**src/rtl/dlfloat_pkg.sv**
```systemverilog
// dlfloat_pkg: shared DLFloat16 constants, serializer state type and the
// optional result classifier. The classifier exists only when
// DLF_RESULT_CLASS_EN is defined.
package dlfloat_pkg;

    localparam int DLF_W        = 16;
    localparam int DLF_EXP_W    = 6;
    localparam int DLF_MAN_W    = 9;
    localparam int DLF_EXP_BIAS = 31;
    localparam logic [DLF_EXP_W-1:0] DLF_EXP_MAX = 6'h3F;

    typedef enum logic [1:0] {
        IDLE = 2'd0,
        HI   = 2'd1,
        LO   = 2'd2
    } ser_state_t;

`ifdef DLF_RESULT_CLASS_EN
    localparam logic [1:0] DLF_CLS_NORMAL = 2'b00;
    localparam logic [1:0] DLF_CLS_ZERO   = 2'b01;
    localparam logic [1:0] DLF_CLS_SAT    = 2'b10;
    localparam logic [1:0] DLF_CLS_SUBN   = 2'b11;

    // Zero wins over the exponent tests so that +/-0 is never reported as subnormal.
    function automatic logic [1:0] dlf_classify(input logic [DLF_W-1:0] word);
        logic [DLF_EXP_W-1:0] expField;
        expField = word[DLF_W-2 -: DLF_EXP_W];
        if (word[DLF_W-2:0] == '0)
            return DLF_CLS_ZERO;
        else if (expField == DLF_EXP_MAX)
            return DLF_CLS_SAT;
        else if (expField == '0)
            return DLF_CLS_SUBN;
        else
            return DLF_CLS_NORMAL;
    endfunction
`endif

endpackage

```
**src/rtl/dlfloat_sync_fifo.sv**
```systemverilog
// dlfloat_sync_fifo: single-clock FIFO. Pop on empty is ignored; a push
// while full is taken only when a pop happens in the same cycle.
module dlfloat_sync_fifo #(
    parameter int WIDTH  = 16,
    parameter int DEPTH  = 4,
    parameter int ADDR_W = 2
) (
    input  logic              clk,
    input  logic              rst,
    input  logic              push_i,
    input  logic              pop_i,
    input  logic [WIDTH-1:0]  data_i,
    output logic [WIDTH-1:0]  head_o,
    output logic [ADDR_W:0]   count_o,
    output logic              full_o,
    output logic              empty_o
);

    localparam logic [ADDR_W:0] DEPTH_CNT = (ADDR_W+1)'(DEPTH);

    logic [WIDTH-1:0]  mem_q [DEPTH];
    logic [ADDR_W-1:0] wrPtr_q;
    logic [ADDR_W-1:0] rdPtr_q;
    logic [ADDR_W:0]   count_q;
    logic              popEn;
    logic              pushEn;

    assign popEn   = pop_i && (count_q != '0);
    assign pushEn  = push_i && ((count_q != DEPTH_CNT) || popEn);
    assign head_o  = mem_q[rdPtr_q];
    assign count_o = count_q;
    assign full_o  = (count_q == DEPTH_CNT);
    assign empty_o = (count_q == '0);

    // Storage array; contents need no reset because count gates every read.
    always_ff @(posedge clk) begin
        if (pushEn)
            mem_q[wrPtr_q] <= data_i;
    end

    // Pointers wrap naturally at DEPTH; count moves only on unbalanced push/pop.
    always_ff @(posedge clk or negedge rst) begin
        if (!rst) begin
            wrPtr_q <= '0;
            rdPtr_q <= '0;
            count_q <= '0;
        end else begin
            if (pushEn)
                wrPtr_q <= wrPtr_q + 1'b1;
            if (popEn)
                rdPtr_q <= rdPtr_q + 1'b1;
            if (pushEn && !popEn)
                count_q <= count_q + 1'b1;
            else if (popEn && !pushEn)
                count_q <= count_q - 1'b1;
        end
    end

endmodule

```
**src/rtl/dlfloat_result_serializer.sv**
```systemverilog
// dlfloat_result_serializer: buffers DLFloat16 MAC results and streams each
// one as two bytes (high first) over a valid/ready byte port. Results that
// arrive when the buffer is full are dropped and counted.
// Optional: DLF_RESULT_CLASS_EN adds a per-word class carried out on cls_o.
module dlfloat_result_serializer
    import dlfloat_pkg::*;
#(
    parameter int DEPTH  = 4,
    parameter int ADDR_W = 2,
    parameter int CNT_W  = 8
) (
    input  logic              clk,
    input  logic              rst,
    input  logic              in_valid_i,
    input  logic [15:0]       res_data_i,
    input  logic              out_ready_i,
    output logic [7:0]        byte_out_o,
    output logic              byte_valid_o,
    output logic              byte_hi_o,
    output logic [ADDR_W:0]   fifo_count_o,
    output logic              ovf_o,
    output logic [CNT_W-1:0]  drop_cnt_o
`ifdef DLF_RESULT_CLASS_EN
    ,
    output logic [1:0]        cls_o
`endif
);

`ifdef DLF_RESULT_CLASS_EN
    localparam int ENTRY_W = DLF_W + 2;
`else
    localparam int ENTRY_W = DLF_W;
`endif

    ser_state_t         state_q, state_d;
    logic [ENTRY_W-1:0] hold_q, hold_d;
    logic               ovf_q, ovf_d;
    logic [CNT_W-1:0]   dropCnt_q, dropCnt_d;

    logic [ENTRY_W-1:0] pushEntry;
    logic [ENTRY_W-1:0] fifoHead;
    logic [ADDR_W:0]    fifoCount;
    logic               fifoFull;
    logic               fifoEmpty;
    logic               pop;
    logic               drop;
    logic [7:0]         byteOut;
    logic               byteValid;
    logic               byteHi;

`ifdef DLF_RESULT_CLASS_EN
    assign pushEntry = {dlf_classify(res_data_i), res_data_i};
    assign cls_o     = hold_q[ENTRY_W-1 -: 2];
`else
    assign pushEntry = res_data_i;
`endif

    dlfloat_sync_fifo #(
        .WIDTH  (ENTRY_W),
        .DEPTH  (DEPTH),
        .ADDR_W (ADDR_W)
    ) u_fifo (
        .clk     (clk),
        .rst     (rst),
        .push_i  (in_valid_i),
        .pop_i   (pop),
        .data_i  (pushEntry),
        .head_o  (fifoHead),
        .count_o (fifoCount),
        .full_o  (fifoFull),
        .empty_o (fifoEmpty)
    );

    // Serializer next state: fetch a word, show its high byte, then its low byte.
    always_comb begin
        state_d   = state_q;
        hold_d    = hold_q;
        pop       = 1'b0;
        byteOut   = 8'h00;
        byteValid = 1'b0;
        byteHi    = 1'b0;
        case (state_q)
            IDLE: begin
                if (!fifoEmpty) begin
                    hold_d  = fifoHead;
                    pop     = 1'b1;
                    state_d = HI;
                end
            end
            HI: begin
                byteOut   = hold_q[15:8];
                byteValid = 1'b1;
                byteHi    = 1'b1;
                if (out_ready_i)
                    state_d = LO;
            end
            LO: begin
                byteOut   = hold_q[7:0];
                byteValid = 1'b1;
                if (out_ready_i) begin
                    if (!fifoEmpty) begin
                        hold_d  = fifoHead;
                        pop     = 1'b1;
                        state_d = HI;
                    end else begin
                        state_d = IDLE;
                    end
                end
            end
            default: state_d = IDLE;
        endcase
    end

    // A result is lost only when the FIFO is full and no slot frees this cycle.
    always_comb begin
        drop      = in_valid_i && fifoFull && !pop;
        ovf_d     = ovf_q;
        dropCnt_d = dropCnt_q;
        if (drop) begin
            ovf_d = 1'b1;
            if (dropCnt_q != '1)
                dropCnt_d = dropCnt_q + 1'b1;
        end
    end

    // State, held word and overflow bookkeeping; reset also discards any partial word.
    always_ff @(posedge clk or negedge rst) begin
        if (!rst) begin
            state_q   <= IDLE;
            hold_q    <= '0;
            ovf_q     <= 1'b0;
            dropCnt_q <= '0;
        end else begin
            state_q   <= state_d;
            hold_q    <= hold_d;
            ovf_q     <= ovf_d;
            dropCnt_q <= dropCnt_d;
        end
    end

    assign byte_out_o   = byteOut;
    assign byte_valid_o = byteValid;
    assign byte_hi_o    = byteHi;
    assign fifo_count_o = fifoCount;
    assign ovf_o        = ovf_q;
    assign drop_cnt_o   = dropCnt_q;

endmodule

```
**config.mk**
```make
export PLATFORM = sky130hd
export DESIGN_NAME = dlfloat_result_serializer
export DESIGN_NICKNAME = d
export VERILOG_FILES = /design/src/rtl/dlfloat_pkg.sv /design/src/rtl/dlfloat_sync_fifo.sv /design/src/rtl/dlfloat_result_serializer.sv
export SDC_FILE = /design/constraint.sdc
export NUM_CORES = 1
export LEC_CHECK = 0
export BUFFER_PORTS_ARGS = -buffer_cell sky130_fd_sc_hd__buf_4
export CAP_MARGIN = 20
export CORE_MARGIN = 1
export CORE_UTILIZATION = 50
export CTS_BUF_LIST = sky130_fd_sc_hd__clkbuf_16
export CTS_CLUSTER_SIZE = 10
export DETAILED_ROUTE_END_ITERATION = 6
export PLACE_DENSITY = 0.69
export SLEW_MARGIN = 20
export SYNTH_ARGS = -nofsm -noshare
export SYNTH_HDL_FRONTEND = slang
export SYNTH_SLANG_ARGS = --single-unit
```
**constraint.sdc**
```tcl
create_clock -name clk -period 3.2 [get_ports clk]
set_clock_uncertainty 0.1 [all_clocks]
set_input_delay 0.16 -clock clk [delete_from_list [all_inputs] [get_ports clk]]
set_output_delay 0.16 -clock clk [all_outputs]
set_load 0.005 [all_outputs]
```
=== Yosys cells after proc, flatten, opt, wreduce, memory -nomap -nowiden ===
Memory sizes are Yosys's and may differ from the RTL's.
Index checks and enable logic that the tools add are counted.
W data, S select, Z words.

* Add/sub/neg operators: 5
* Equality and inequality tests: 8
* Multiplexer cells: 18
* Reductions and logical operators: 19

{| class="wikitable"
|+ Operators by type and width
! kind !! count
|-
| $mux W16 || 2
|-
| $pmux W16 S2 || 1
|-
| $pmux W8 S2 || 1
|-
| $add A8 B1 Y8 const B || 1
|-
| $ne A8 B8 Y1 const B || 1
|-
| $mux W1 || 7
|-
| $logic_and A1 B1 Y1 || 6
|-
| $mux W2 || 3
|-
| $mux W3 || 2
|-
| $ne A2 B2 Y1 const B || 3
|-
| $pmux W2 S3 || 1
|-
| $add A2 B1 Y2 const B || 2
|-
| $reduce_and A2 Y1 || 2
|-
| $reduce_bool A2 Y1 || 2
|-
| $add A3 B1 Y3 const B || 1
|-
| $eq A3 B3 Y1 const B || 1
|-
| $logic_not A1 Y1 || 3
|-
| $logic_not A3 Y1 || 1
|-
| $ne A3 B3 Y1 const B || 1
|-
| $reduce_and A3 Y1 || 1
|-
| $reduce_bool A3 Y1 || 1
|-
| $sub A3 B1 Y3 const B || 1
|-
| $eq A2 B1 Y1 const B || 1
|-
| $eq A2 B2 Y1 const B || 1
|-
| 4 further kinds || 4
|}

* Flip-flop bits (word level): 34
* Bits in writable memories: 64
* Output and inout port bits: 22
* Word-level logic and storage cells: 58
* Memories kept: 1

{| class="wikitable"
|+ Memories
! memory !! words !! bits a word !! read ports !! clocked after Yosys merged registers in !! wr ports !! RTL line !! source
|-
| u_fifo.mem_q || 4 || 16 || 1 || 0 || 1 || dlfloat_sync_fifo.sv:21 || <nowiki>logic [WIDTH-1:0] mem_q [DEPTH];</nowiki>
|}

=== Logic depth before layout (Yosys ltp) ===
Gate-level depths: netlist of run 1.

* Depth in word-level cells: 11
* Gate-level depth with buffers: 11
* Mapped depth without buffers: 11

=== Hierarchy ===
Synthesis of run 1 repeated with hierarchy kept, for this count alone.

* Cell total of the unflattened synthesis: 230
* Area, all modules: 4,161.5 um2

{| class="wikitable"
|+ Modules (own cells, without submodules)
! module !! times used !! cells an instance !! area an instance (um2) !! sequential area each (um2)
|-
| dlfloat_sync_fifo || 1 || 119 || 2,778.9 || 2,097.0
|-
| dlfloat_result_serializer || 1 || 111 || 1,382.6 || 675.6
|}

=== Worst setup path before layout of run 1 ===
No wires, ideal clock.

* Path type: register -> register
* Start: reg state_q[0]
* End: reg u_fifo.count_q[2] (netlist: u_fifo.count_o[2])
* Data arrival time: 2.188 ns
* Data required time: 3.021 ns
* Setup slack: 0.833 ns
* Stages on the path, launching flop included: 11
* Period minus slack after synthesis: 2.367 ns
* Cells stage by stage: dfrtp_1 > inv_1 > ha_1 > a21oi_2 > a31oi_1 > ha_1 > inv_1 > fa_1 > xor2_1 > nor2_1 > xor2_1

* Longest elaborated chain between the ends: 8
* Elaborated cells between the ends (all ways): 12
* Those cells by class: eq/ne (1); mux (2); reduce/logical (9)

{| class="wikitable"
|+ Ends and longest elaborated chain
! item !! RTL line !! source
|-
| start: declaration || dlfloat_result_serializer.sv:35 || <nowiki>ser_state_t state_q, state_d;</nowiki>
|-
| start signal: assignment || dlfloat_result_serializer.sv:134 || <nowiki>state_q <= state_d;</nowiki>
|-
| $eq A2 B2 Y1 or $logic_not A2 Y1 (tied branches) || dlfloat_result_serializer.sv:82 || <nowiki>case (state_q)</nowiki>
|-
| $pmux W1 S2 * || dlfloat_result_serializer.sv:82 ||
|-
| $logic_and A1 B1 Y1 * || dlfloat_sync_fifo.sv:28 || <nowiki>assign popEn = pop_i && (count_q != '0);</nowiki>
|-
| $logic_or A1 B1 Y1 * || dlfloat_sync_fifo.sv:29 || <nowiki>assign pushEn = push_i && ((count_q != DEPTH_CNT) || popEn);</nowiki>
|-
| $logic_and A1 B1 Y1 * || dlfloat_sync_fifo.sv:29 ||
|-
| via u_fifo.pushEn || dlfloat_sync_fifo.sv:26 || <nowiki>logic pushEn;</nowiki>
|-
| $logic_not A1 Y1 || dlfloat_sync_fifo.sv:54 || <nowiki>else if (popEn && !pushEn)</nowiki>
|-
| $logic_and A1 B1 Y1 || dlfloat_sync_fifo.sv:54 ||
|-
| $reduce_bool A2 Y1 (no line) || - ||
|-
| end signal: assignment || dlfloat_sync_fifo.sv:53 || <nowiki>count_q <= count_q + 1'b1;</nowiki>
|-
| end signal: assignment || dlfloat_sync_fifo.sv:55 || <nowiki>count_q <= count_q - 1'b1;</nowiki>
|-
| end: declaration || dlfloat_sync_fifo.sv:24 || <nowiki>logic [ADDR_W:0] count_q;</nowiki>
|}

The timed path passes the listed nets; every way through them passes the cells marked *.
A chain may end at the register's enable or synchronous reset.

=== Final worst setup path of run 1 ===
Ends and elaborated chain as after synthesis.

==> load_flow_metrics.sql, run 1 <==
INSERT INTO impl_metrics (metric_group, metric, value, unit) VALUES
('power_and_ir_drop', 'net-switching-power', '0.00138', 'W'),
('cts', 'worstSkewPairLatency', '0.33', 'ns'),
('finish', 'areaGrowthSynthToFinish', '21.6', '%'),
('cts', 'cts.root.buffer_cell', 'sky130_fd_sc_hd__clkbuf_16', ''),
('power_and_ir_drop', 'power.internal', '0.00323', 'W'),
('floorplan', 'die_height', '92.6', 'microns'),
('status', 'result_of_the_run', 'finished, final reports clean', ''),
('finish', 'antenna_cells', '0', ''),
('logic_synthesis', 'yosys-top-cells-area', 'sky130_fd_sc_hd__edfxtp_1 (47%), sky130_fd_sc_hd__dfrtp_1 (21%), sky130_fd_sc_hd__mux4_1 (5.1%), sky130_fd_sc_hd__mux4_2 (4.4%), sky130_fd_sc_hd__mux2_2 (3.6%)', ''),
('timing', 'setup-violations-final', '0', ''),
('timing', 'worst_pin_slew', '0.835', 'ns'),
('floorplan', 'die_width', '92.6', 'microns'),
('timing', 'post-route-period-util', '0.833', ''),
('timing', 'final_max_slew_viol_count', '0', ''),
('power_and_ir_drop', 'power_density', '924', 'mW/mm^2'),
('grt', 'antenna_found_initial', '0', ''),
('cts', 'cts.sink_count', '98', ''),
('cts', 'cts_max_level', '3', ''),
('floorplan', 'placement_rows', '32', ''),
('floorplan', 'effective_utilization_at_floorplan', '0.523', ''),
('grt', 'grt_start_max_net_pins', '35', ''),
('placement', 'dp_cells', '371', ''),
('power_and_ir_drop', 'vdd.ir_drop.worst', '544', 'uV'),
('worst_setup_path', 'timing.critical_path.arrival', '2.83', 'ns'),
('hold_path', 'min-delay-start', 'in_valid_i', ''),
('cts', 'number_of_gates_given_a_new_drive_strength_after_cts', '0', ''),
('hold_path', 'min_delay_path_depth', '3', ''),
('finish', 'footprint_of_the_multi_input_gates', '0.00124', 'sq mm'),
('floorplan', 'full_die_area', '0.00857', 'sq mm'),
('timing', 'max_freq', '375', 'MHz'),
('worst_setup_path', 'largest_stage_delay_worst_path', '0.46', 'ns'),
('power_and_ir_drop', 'swShare', '0.300', ''),
('logic_synthesis', 'synth_compound_gate_area_share', '0.0220', ''),
('grt', 'via_count_of_the_first_global_routing_pass', '2247', ''),
('placement', 'dp_hpwl', '4500', 'microns'),
('finish', 'sequential_cell_area', '0.00277', 'sq mm'),
('timing', 'grt_setup_unrepaired', 'false', ''),
('logic_synthesis', 'synthesis.area', '0.00410', 'sq mm'),
('worst_setup_path', 'setup.worst_path.end_class', 'register', ''),
('drt', 'routed_wl', '7220', 'microns'),
('grt', 'grt_first_pass_wirelength', '11600', 'microns'),
('placement', 'numPortBuffers', '41', ''),
('worst_setup_path', 'cpMaxStageDelayCell', 'sky130_fd_sc_hd__ha_1', ''),
('finish', 'layout.cells.most_common', 'sky130_fd_sc_hd__edfxtp_1', ''),
('worst_setup_path', 'reg2reg_setup_slack', '0.53', 'ns'),
('logic_synthesis', 'syn_area_per_cell', '18.0', 'sq um'),
('cts', 'tritoncts', 'yes', ''),
('timing', 'period_needed', '2.67', 'ns'),
('logic_synthesis', 'synth_top_family_by_area', 'multiplexers', ''),
('power_and_ir_drop', 'power_frac_clock', '0.224', ''),
('logic_synthesis', 'synth.largest_area_cell', 'sky130_fd_sc_hd__edfxtp_1', ''),
('logic_synthesis', 'postSynth.asyncResetShare', '0.347', ''),
('logic_synthesis', 'synth_fp_nets', '259', ''),
('drt', 'drt_drc_violations_left', '0', ''),
('worst_setup_path', 'crit_fanout', '12', ''),
('hold_path', 'min_delay_worst_endpoint', 'ovf_o$_DFFE_PN0P_', ''),
('cts', 'numCtsBuffers', '9', ''),
('drt', 'vias_per_cell', '5.37', ''),
('finish', 'final-instance-count-excl-fill', '404', ''),
('power_and_ir_drop', 'share_of_power_burned_in_combinational_logic', '0.347', ''),
('cts', 'hold_buffers', '17', ''),
('floorplan', 'boundary_pin_count', '42', ''),
('logic_synthesis', 'synthXorXnorAreaFrac', '0.0235', ''),
('finish', 'nets', '328', ''),
('worst_setup_path', 'timing.critical_path.required', '3.36', 'ns'),
('hold_path', 'hold_class', 'input pin to register', ''),
('logic_synthesis', 'yosys_warnings', '0', ''),
('cts', 'cts.clk_slew.worst_paths', '0.07', 'ns'),
('worst_setup_path', 'timing.rr.end', 'u_fifo.count_o[2]$_DFFE_PN0P_', ''),
('worst_setup_path', 'critPathBufInv', '3', ''),
('worst_setup_path', 'worst_r2r_path_depth', '11', '');
## sequential cells by signal, summed over array words and instances (netlist names)
| register | flops |
|---|---|
| drop_cnt_o | 8 |
| hold_q | 16 |
| ovf_o | 1 |
| state_q | 2 |
| u_fifo.count_o | 3 |
| u_fifo.mem_q | 64 |
| u_fifo.rdPtr_q | 2 |
| u_fifo.wrPtr_q | 2 |
## area by class of cell
class                      instances  share of cell area
multi-input combinational        116               0.249
tap                              102              0.0256
timing repair buffer              65               0.106
inverter                           7             0.00526
clock inverter                     7              0.0128
clock buffer                       9              0.0451
sequential                        98               0.556
## power groups by stage
stage	Clock (W)	Combinational, W	Sequential [W]
finish	0.00103	0.00160	0.00198
global route	0.00110	0.00176	0.00202
CTS	0.00107	0.00163	0.00198
detailed placement	0	0.00160	0.00200
global placement	0	0.00157	0.00198
floorplan	0	0.00121	0.00189
## worst max path at each step
stage,from,to,cells past startpoint,slack [ns]
2_1_floorplan,state_q[0]$_DFFE_PN0P_,u_fifo.count_o[2]$_DFFE_PN0P_,10,0.83
3_3_place_gp,state_q[0]$_DFFE_PN0P_,u_fifo.count_o[2]$_DFFE_PN0P_,11,0.62
3_5_place_dp,state_q[0]$_DFFE_PN0P_,u_fifo.count_o[2]$_DFFE_PN0P_,11,0.56
4_1_cts,state_q[0]$_DFFE_PN0P_,u_fifo.count_o[2]$_DFFE_PN0P_,11,0.54
5_1_grt,state_q[0]$_DFFE_PN0P_,u_fifo.count_o[2]$_DFFE_PN0P_,11,0.30
6_report,state_q[0]$_DFFE_PN0P_,u_fifo.count_o[2]$_DFFE_PN0P_,11,0.53
## logic make-up after synthesis
| logic type | after synthesis |
|---|---|
| fa+ha+maj | 11 |
| mux | 38 |
| flops | 98 |
| buf+inv | 14 |
| xor+xnor | 11 |
| simple gates | 43 |
| compound gates | 13 |
## worst reg2reg max path, stage by stage (launching register included)
cell and delay, ns:
sky130_fd_sc_hd__dfrtp_1 0.40, sky130_fd_sc_hd__inv_1 0.10, sky130_fd_sc_hd__ha_1 0.46, sky130_fd_sc_hd__a21oi_2 0.14, sky130_fd_sc_hd__a31oi_1 0.21, sky130_fd_sc_hd__buf_4 0.18, sky130_fd_sc_hd__ha_1 0.18, sky130_fd_sc_hd__inv_1 0.06
sky130_fd_sc_hd__fa_1 0.37, sky130_fd_sc_hd__xor2_1 0.15, sky130_fd_sc_hd__nor2_1 0.11, sky130_fd_sc_hd__xor2_1 0.16
## synth_stat cells, types with 3 or more instances
cell	number
sky130_fd_sc_hd__mux4_2	8
sky130_fd_sc_hd__dfrtp_1	34
sky130_fd_sc_hd__mux2_2	13
sky130_fd_sc_hd__nand3_1	4
sky130_fd_sc_hd__xnor2_1	3
sky130_fd_sc_hd__nor2_1	9
sky130_fd_sc_hd__ha_1	10
sky130_fd_sc_hd__mux2_4	8
sky130_fd_sc_hd__nor3_1	3
sky130_fd_sc_hd__xor2_1	8
sky130_fd_sc_hd__a22oi_1	8
sky130_fd_sc_hd__mux4_1	8
sky130_fd_sc_hd__inv_1	7
sky130_fd_sc_hd__edfxtp_1	64
sky130_fd_sc_hd__nand2_1	4
sky130_fd_sc_hd__nor2b_1	8
sky130_fd_sc_hd__and2_1	5
## per-layer routing
metal,share of wire,GRT usage,vias up
li1,-,-,1011
met1,0.44,0.244,1108
met2,0.51,0.305,42
met3,0.038,0.0509,8
met4,0.010,0.0469,0
met5,0,0,-
## stage by stage
| step | hold slack, ns | util | instance area [sq um] | worst slack, ns | power (W) |
|---|---|---|---|---|---|
| 6_report | 0.142 | 0.636 | 4990 | 0.534 | 0.00461 |
| 2_1_floorplan | -0.236 | - | 4100 | 0.833 | 0.00310 |
| 3_5_place_dp | 0.0455 | 0.577 | 4530 | 0.559 | 0.00361 |
| 4_1_cts | 0.130 | 0.636 | 4990 | 0.541 | 0.00467 |
| 3_3_place_gp | 0.0372 | 0.577 | 4530 | 0.623 | 0.00355 |
| 5_1_grt | 0.173 | 0.636 | 4990 | 0.297 | 0.00488 |
Power figures use the tool's default switching activity.
==> run 2: changes to the inputs <==
--- a/config.mk
+++ b/config.mk
@@ -12,7 +12,7 @@
 export CTS_BUF_LIST = sky130_fd_sc_hd__clkbuf_16
 export CTS_CLUSTER_SIZE = 10
 export DETAILED_ROUTE_END_ITERATION = 6
-export PLACE_DENSITY = 0.69
+export PLACE_DENSITY = 0.72
 export SLEW_MARGIN = 20
 export SYNTH_ARGS = -nofsm -noshare
 export SYNTH_HDL_FRONTEND = slang
==> constraint.sdc (replaced) <==
create_clock -name clk -period 2.2 [get_ports clk]
set_clock_uncertainty 0.1 [all_clocks]
set_input_delay 0.11 -clock clk [delete_from_list [all_inputs] [get_ports clk]]
set_output_delay 0.11 -clock clk [all_outputs]
set_load 0.005 [all_outputs]
==> run 2 against run 1 <==
Net effect:
- sequential share of layout area fell by 2.2 points
- combinational power up 74%
- first-iteration DRC count up 85%
- count of clock-buffer cells in the layout did not move
- hold slack lost 0.12 ns
- global-route usage increased by 0.45 points
- clock power rose by 50%
- critical path type unchanged
==> load_flow_metrics.sql, run 2 (synthesized netlist as in run 1, its figures left out) <==
INSERT INTO impl_metrics (metric_group, metric, value, unit) VALUES
('status', 'result_of_the_run', 'finished, final reports clean', ''),
('drt', 'postRouteAntennaNets', '0', ''),
('floorplan', 'boundary_pin_count', '42', ''),
('floorplan', 'full_die_area', '0.00857', 'sq mm'),
('floorplan', 'placement_rows', '32', ''),
('timing', 'max_slew_margin', '0.704', ''),
('worst_setup_path', 'timing.critical_path.required', '2.36', 'ns'),
('placement', 'dp_cells', '378', ''),
('finish', 'largest-register', 'u_fifo.mem_q', ''),
('finish', 'final-instance-count-excl-fill', '413', ''),
('power_and_ir_drop', 'power.internal', '0.00499', 'W'),
('timing', 'final_max_slew_viol_count', '0', ''),
('cts', 'tritoncts', 'yes', ''),
('timing', 'grt_setup_unrepaired', 'false', ''),
('finish', 'largest_register_ffs', '64', ''),
('timing', 'setup_total_negative_slack', '0', 'ns'),
('finish', 'layout-drive-gt1-share', '0.363', ''),
('timing', 'setup_ws', '0.112', 'ns'),
('grt', 'grt_first_pass_wirelength', '11700', 'microns'),
('drt', 'routed_wl', '7240', 'microns'),
('timing', 'setup-violations-final', '0', ''),
('finish', 'layout.cells.most_common', 'sky130_fd_sc_hd__edfxtp_1', ''),
('worst_setup_path', 'reg2reg_setup_slack', '0.11', 'ns'),
('power_and_ir_drop', 'net-switching-power', '0.00213', 'W'),
('placement', 'numPortBuffers', '41', ''),
('timing', 'max_freq', '479', 'MHz'),
('power_and_ir_drop', 'power_density', '1370', 'mW/mm^2'),
('drt', 'drt_iter0_markers', '111', ''),
('cts', 'cts.clk_slew.worst_paths', '0.06', 'ns'),
('drt', 'detail_route.wl_per_cell', '17.5', 'microns'),
('timing', 'period_needed', '2.09', 'ns'),
('flow_run', 'cap_viol_max_count', '0', ''),
('finish', 'nets', '337', ''),
('grt', 'via_count_of_the_first_global_routing_pass', '2303', ''),
('worst_setup_path', 'crit_fanout', '3', ''),
('finish', 'antenna_cells', '0', ''),
('worst_setup_path', 'setup.worst_path.class', 'register to register', ''),
('grt', 'antenna_found_initial', '0', ''),
('grt', 'grt_total_ovfl', '0', ''),
('floorplan', 'effective_utilization_at_floorplan', '0.523', ''),
('worst_setup_path', 'setup.worst_path.end_class', 'register', ''),
('timing', 'post-route-period-util', '0.949', ''),
('grt', 'grt_start_max_net_pins', '35', ''),
('drt', 'drtPass1Iterations', '4', ''),
('finish', 'areaGrowthSynthToFinish', '26.6', '%'),
('worst_setup_path', 'timing.critical_path.arrival', '2.25', 'ns'),
('power_and_ir_drop', 'sequentialPowerShare', '0.392', ''),
('cts', 'cts.root.buffer_cell', 'sky130_fd_sc_hd__clkbuf_16', ''),
('drt', 'vias_per_cell', '5.35', ''),
('hold_path', 'min-delay-start', 'in_valid_i', ''),
('cts', 'cts.sink_count', '98', ''),
('cts', 'numCtsBuffers', '9', ''),
('placement', 'dp_hpwl', '4520', 'microns'),
('cts', 'cts_max_level', '3', ''),
('placement', 'dp_worst_setup_slack', '-0.0121', 'ns'),
('cts', 'worstSkewPairLatency', '0.34', 'ns'),
('floorplan', 'die_height', '92.6', 'microns'),
('finish', 'final_cell_mix', 'sky130_fd_sc_hd__edfxtp_1 (64), sky130_fd_sc_hd__buf_4 (51), sky130_fd_sc_hd__dfrtp_1 (34)', ''),
('timing', 'report.final.hold_viol_count', '0', ''),
('floorplan', 'die_width', '92.6', 'microns'),
('worst_setup_path', 'start_kind', 'register', ''),
('drt', 'dr_total_vias', '2211', ''),
('power_and_ir_drop', 'vdd.ir_drop.worst', '627', 'uV'),
('power_and_ir_drop', 'swShare', '0.300', ''),
('power_and_ir_drop', 'share_of_power_burned_in_combinational_logic', '0.392', ''),
('grt', 'gr-usage-all-layers', '0.190', ''),
('worst_setup_path', 'reg2reg_from', 'state_q[0]$_DFFE_PN0P_', ''),
('worst_setup_path', 'critical_path_startpoint', 'state_q[0]$_DFFE_PN0P_', ''),
('timing', 'worst_pin_slew', '0.444', 'ns'),
('drt', 'drt_drc_violations_left', '0', ''),
('placement', 'finalWeightedCongestion', '0.766', ''),
('power_and_ir_drop', 'leakage', '2.05', 'nW'),
('power_and_ir_drop', 'power_frac_clock', '0.217', ''),
('floorplan', 'area_of_the_core', '0.00785', 'sq mm'),
('cts', 'cts.path.max_buffers', '2', ''),
('hold_path', 'hold_class', 'input pin to register', '');
-- run 2: changes by cell type in the layout (fill, tap and decap cells not counted), sizes merged --
cell | previous run | this run
buf | 48 | 57
-- run 2: layer usage --
| metal | vias up | share of wire | global-route usage |
|---|---|---|---|
| met5 | - | 0 | 0 |
| met4 | 0 | 0.018 | 0.0820 |
| met3 | 11 | 0.034 | 0.0493 |
| met2 | 43 | 0.52 | 0.306 |
| met1 | 1128 | 0.43 | 0.243 |
| li1 | 1029 | - | - |
-- run 2: final timing paths --
kind,end,cells after the start
worst max-delay path,u_fifo.count_o[2]$_DFFE_PN0P_,10
worst min-delay path,ovf_o$_DFFE_PN0P_,3
worst max register to register,u_fifo.count_o[2]$_DFFE_PN0P_,10
worst min register to register,ovf_o$_DFFE_PN0P_,1
max in group asynchronous,hold_q[0]$_DFFE_PN0P_,2
min in group asynchronous,drop_cnt_o[5]$_DFFE_PN0P_,2
-- run 2: power by group through the flow --
| stage | Sequential [W] | Clock, W | Combinational [W] |
|---|---|---|---|
| floorplan | 0.00276 | 0 | 0.00178 |
| global placement | 0.00279 | 0 | 0.00259 |
| detailed placement | 0.00282 | 0 | 0.00265 |
| CTS | 0.00278 | 0.00157 | 0.00271 |
| global route | 0.00284 | 0.00166 | 0.00303 |
| finish | 0.00279 | 0.00154 | 0.00279 |
-- run 2: stage by stage --
step | hold slack [ns] | area, sq um | total power [W] | utilization
global placement | -0.0154 | 4670 | 0.00537 | 0.596
CTS | 0.0199 | 5150 | 0.00705 | 0.656
global route | 0.0280 | 5200 | 0.00753 | 0.662
finish | 0.0223 | 5200 | 0.00712 | 0.662
floorplan | -0.286 | 4120 | 0.00453 | -
detailed placement | -0.0118 | 4670 | 0.00547 | 0.596
-- run 2: cell type report --
cell class | instances | area (sq um)
sequential | 98 | 2770
fill | 570 | 2650
multi-input combinational | 116 | 1300
timing repair buffer | 74 | 673
clock buffer | 9 | 225
tap | 102 | 128
clock inverter | 7 | 68.8
inverter | 7 | 26.3
-- run 2: critical path: stages (launching register included) --
cell                      delay [ns]
sky130_fd_sc_hd__dfrtp_1        0.39
sky130_fd_sc_hd__inv_2          0.10
sky130_fd_sc_hd__ha_2           0.21
sky130_fd_sc_hd__a21oi_4        0.07
sky130_fd_sc_hd__a31oi_4        0.17
sky130_fd_sc_hd__ha_4           0.16
sky130_fd_sc_hd__inv_1          0.04
sky130_fd_sc_hd__fa_1           0.36
sky130_fd_sc_hd__xor2_1         0.15
sky130_fd_sc_hd__nor2_1         0.11
sky130_fd_sc_hd__xor2_1         0.14
-- run 2: repair_timing --
| item | 4_1_cts | 5_1_grt |
|---|---|---|
| endpoints found under the setup margin | 2 | 2 |
| buffers inserted | 1 | 1 |
| hold buffers | 17 | 0 |
| cloned | 0 | 0 |
| pin swaps | 1 | 2 |
| gates resized for setup | 1 | 10 |
| hold endpoints to repair | 98 | 0 |
==> run 3: changes to the inputs <==
--- a/config.mk
+++ b/config.mk
@@ -7,12 +7,15 @@
 export LEC_CHECK = 0
 export BUFFER_PORTS_ARGS = -buffer_cell sky130_fd_sc_hd__buf_4
 export CAP_MARGIN = 20
+export CELL_PAD_IN_SITES_DETAIL_PLACEMENT = 1
+export CELL_PAD_IN_SITES_GLOBAL_PLACEMENT = 2
+export CORE_ASPECT_RATIO = 1.1
 export CORE_MARGIN = 1
-export CORE_UTILIZATION = 50
+export CORE_UTILIZATION = 39
 export CTS_BUF_LIST = sky130_fd_sc_hd__clkbuf_16
 export CTS_CLUSTER_SIZE = 10
 export DETAILED_ROUTE_END_ITERATION = 6
-export PLACE_DENSITY = 0.72
+export PLACE_DENSITY = 0.74
 export SLEW_MARGIN = 20
 export SYNTH_ARGS = -nofsm -noshare
 export SYNTH_HDL_FRONTEND = slang
==> run 3 against run 2 <==
Net effect:
- routed wire length up 8.6%
- via count increased by 0.86%
- combinational power increased by 3%
- core utilization shrank 14 points
- global-route usage is 2.9 points lower
- setup slack worse by 0.031 ns
- die area up 28%
==> load_flow_metrics.sql, run 3 (synthesized netlist as in run 1, its figures left out) <==
INSERT INTO impl_metrics (metric_group, metric, value, unit) VALUES
('worst_setup_path', 'setup.worst_path.class', 'register to register', ''),
('floorplan', 'effective_utilization_at_floorplan', '0.409', ''),
('floorplan', 'boundary_pin_count', '42', ''),
('timing', 'period_needed', '2.12', 'ns'),
('finish', 'final_cell_mix', 'sky130_fd_sc_hd__edfxtp_1 (64), sky130_fd_sc_hd__buf_4 (55), sky130_fd_sc_hd__dfrtp_1 (33)', ''),
('drt', 'detail_route.wl_per_cell', '17.3', 'microns'),
('cts', 'tritoncts', 'yes', ''),
('grt', 'via_count_of_the_first_global_routing_pass', '2465', ''),
('timing', 'report.final.hold_viol_count', '0', ''),
('cts', 'cts.clk_slew.worst_paths', '0.07', 'ns'),
('finish', 'antenna_cells', '0', ''),
('timing', 'worst_pin_slew', '0.465', 'ns'),
('flow_run', 'cap_viol_max_count', '0', ''),
('drt', 'vias_per_cell', '4.90', ''),
('cts', 'numCtsBuffers', '9', ''),
('worst_setup_path', 'reg2reg_from', 'state_q[0]$_DFFE_PN0P_', ''),
('drt', 'dr_total_vias', '2230', ''),
('worst_setup_path', 'timing.critical_path.required', '2.31', 'ns'),
('cts', 'cts_max_level', '3', ''),
('floorplan', 'die_height', '110', 'microns'),
('timing', 'setup-violations-final', '0', ''),
('floorplan', 'placement_rows', '38', ''),
('cts', 'worstSkewPairLatency', '0.34', 'ns'),
('finish', 'n_fill_cell', '969', ''),
('floorplan', 'full_die_area', '0.0109', 'sq mm'),
('power_and_ir_drop', 'leakage', '2.06', 'nW'),
('grt', 'antenna_found_initial', '0', ''),
('grt', 'grt_start_max_net_pins', '35', ''),
('hold_path', 'hold_class', 'input pin to register', ''),
('power_and_ir_drop', 'vdd.ir_drop.worst', '601', 'uV'),
('hold_path', 'min_delay_worst_endpoint', 'ovf_o$_DFFE_PN0P_', ''),
('drt', 'drt_drc_violations_left', '0', ''),
('grt', 'grt_total_ovfl', '0', ''),
('placement', 'dp_hpwl', '4920', 'microns'),
('cts', 'cts.sink_count', '98', ''),
('placement', 'finalWeightedCongestion', '0.681', ''),
('finish', 'layout-drive-gt1-share', '0.371', ''),
('cts', 'cts.root.buffer_cell', 'sky130_fd_sc_hd__clkbuf_16', ''),
('worst_setup_path', 'setup.worst_path.end_class', 'register', ''),
('timing', 'final_max_slew_viol_count', '0', ''),
('finish', 'layout.cells.most_common', 'sky130_fd_sc_hd__edfxtp_1', ''),
('worst_setup_path', 'timing.rr.end', 'u_fifo.count_o[1]$_DFFE_PN0P_', ''),
('worst_setup_path', 'worst_r2r_path_depth', '8', ''),
('timing', 'max_slew_margin', '0.690', ''),
('worst_setup_path', 'critical_path_startpoint', 'state_q[0]$_DFFE_PN0P_', ''),
('timing', 'post-route-period-util', '0.964', ''),
('worst_setup_path', 'crit_fanout', '3', ''),
('grt', 'gr-usage-all-layers', '0.160', ''),
('drt', 'routed_wl', '7860', 'microns'),
('timing', 'setup_total_negative_slack', '0', 'ns'),
('worst_setup_path', 'start_kind', 'register', ''),
('grt', 'grt_first_pass_wirelength', '12800', 'microns'),
('placement', 'numPortBuffers', '41', ''),
('finish', 'areaGrowthSynthToFinish', '28.1', '%'),
('status', 'result_of_the_run', 'finished, final reports clean', ''),
('drt', 'postRouteAntennaNets', '0', ''),
('finish', 'largest-register', 'u_fifo.mem_q', ''),
('hold_path', 'min-delay-start', 'in_valid_i', ''),
('finish', 'nets', '341', ''),
('power_and_ir_drop', 'power_density', '1350', 'mW/mm^2'),
('drt', 'drt_iter0_markers', '51', ''),
('cts', 'cts.path.max_buffers', '2', ''),
('timing', 'max_freq', '472', 'MHz'),
('drt', 'drtPass1Iterations', '4', ''),
('worst_setup_path', 'reg2reg_setup_slack', '0.08', 'ns'),
('hold_path', 'min_delay_path_depth', '3', ''),
('finish', 'largest_register_ffs', '64', ''),
('floorplan', 'die_width', '99.8', 'microns'),
('floorplan', 'area_of_the_core', '0.0100', 'sq mm'),
('worst_setup_path', 'timing.critical_path.arrival', '2.23', 'ns'),
('timing', 'hold_ws', '0.112', 'ns');
## run 3: changes by cell type in the layout (fill, tap and decap cells not counted), sizes merged
cell / delta
clkinvlp: +1
buf: +4
clkinv: -2
inv: +2
bufinv: -1
## run 3: per-layer routing
metal / vias up / wire (microns) / global-route usage
li1: 1037 / - / -
met1: 1145 / 3520 / 0.197
met2: 41 / 4030 / 0.279
met3: 7 / 200 / 0.0343
met4: 0 / 110 / 0.0599
met5: - / 0 / 0
## run 3: layout make-up
| class | instances | area, sq um | area share |
|---|---|---|---|
| tap | 140 | 175 | 0.0333 |
| multi-input combinational | 116 | 1320 | 0.250 |
| clock inverter | 7 | 37.5 | 0.00714 |
| timing repair buffer | 78 | 703 | 0.134 |
| clock buffer | 9 | 225 | 0.0428 |
| inverter | 7 | 26.3 | 0.00500 |
| sequential | 98 | 2770 | 0.528 |
## run 3: worst max path at each step
stage,to
6_report,u_fifo.count_o[1]$_DFFE_PN0P_
5_1_grt,u_fifo.count_o[2]$_DFFE_PN0P_
4_1_cts,u_fifo.count_o[2]$_DFFE_PN0P_
3_5_place_dp,u_fifo.count_o[2]$_DFFE_PN0P_
3_3_place_gp,u_fifo.count_o[2]$_DFFE_PN0P_
2_1_floorplan,u_fifo.count_o[1]$_DFFE_PN0P_
## run 3: through the flow
| step | power, W | setup WS, ns | area, sq um | cells | util |
|---|---|---|---|---|---|
| 4_1_cts | 0.00713 | 0.00419 | 5230 | 454 | 0.521 |
| 5_1_grt | 0.00753 | -0.00168 | 5260 | 455 | 0.524 |
| 3_5_place_dp | 0.00555 | -0.0645 | 4740 | 418 | 0.472 |
| 6_report | 0.00709 | 0.0802 | 5260 | 455 | 0.524 |
| 3_3_place_gp | 0.00547 | 0.0484 | 4740 | 418 | 0.472 |
| 2_1_floorplan | 0.00453 | 0.00243 | 4120 | 228 | - |
## run 3: worst max-delay path, cell delays in order (launching register included)
cell                      delay (ns)
sky130_fd_sc_hd__dfrtp_1        0.39
sky130_fd_sc_hd__inv_2          0.09
sky130_fd_sc_hd__ha_4           0.18
sky130_fd_sc_hd__a21oi_4        0.18
sky130_fd_sc_hd__a31oi_4        0.12
sky130_fd_sc_hd__ha_4           0.18
sky130_fd_sc_hd__inv_1          0.07
sky130_fd_sc_hd__fa_2           0.42
sky130_fd_sc_hd__mux2_2         0.27
## run 3: power breakdown
group	switching [W]	leakage [nW]	internal [W]
clock	0.000650	0.138	0.000755
combinational	0.00124	0.921	0.00164
sequential	0.000281	0.998	0.00252
## run 3: repair_timing
action | CTS | global route
pin swaps | 1 | 4
endpoints found under the hold margin | 98 | 0
resized for setup | 9 | 5
buffers inserted | 3 | 1
setup endpoints to repair | 3 | 3
hold buffers | 17 | 0
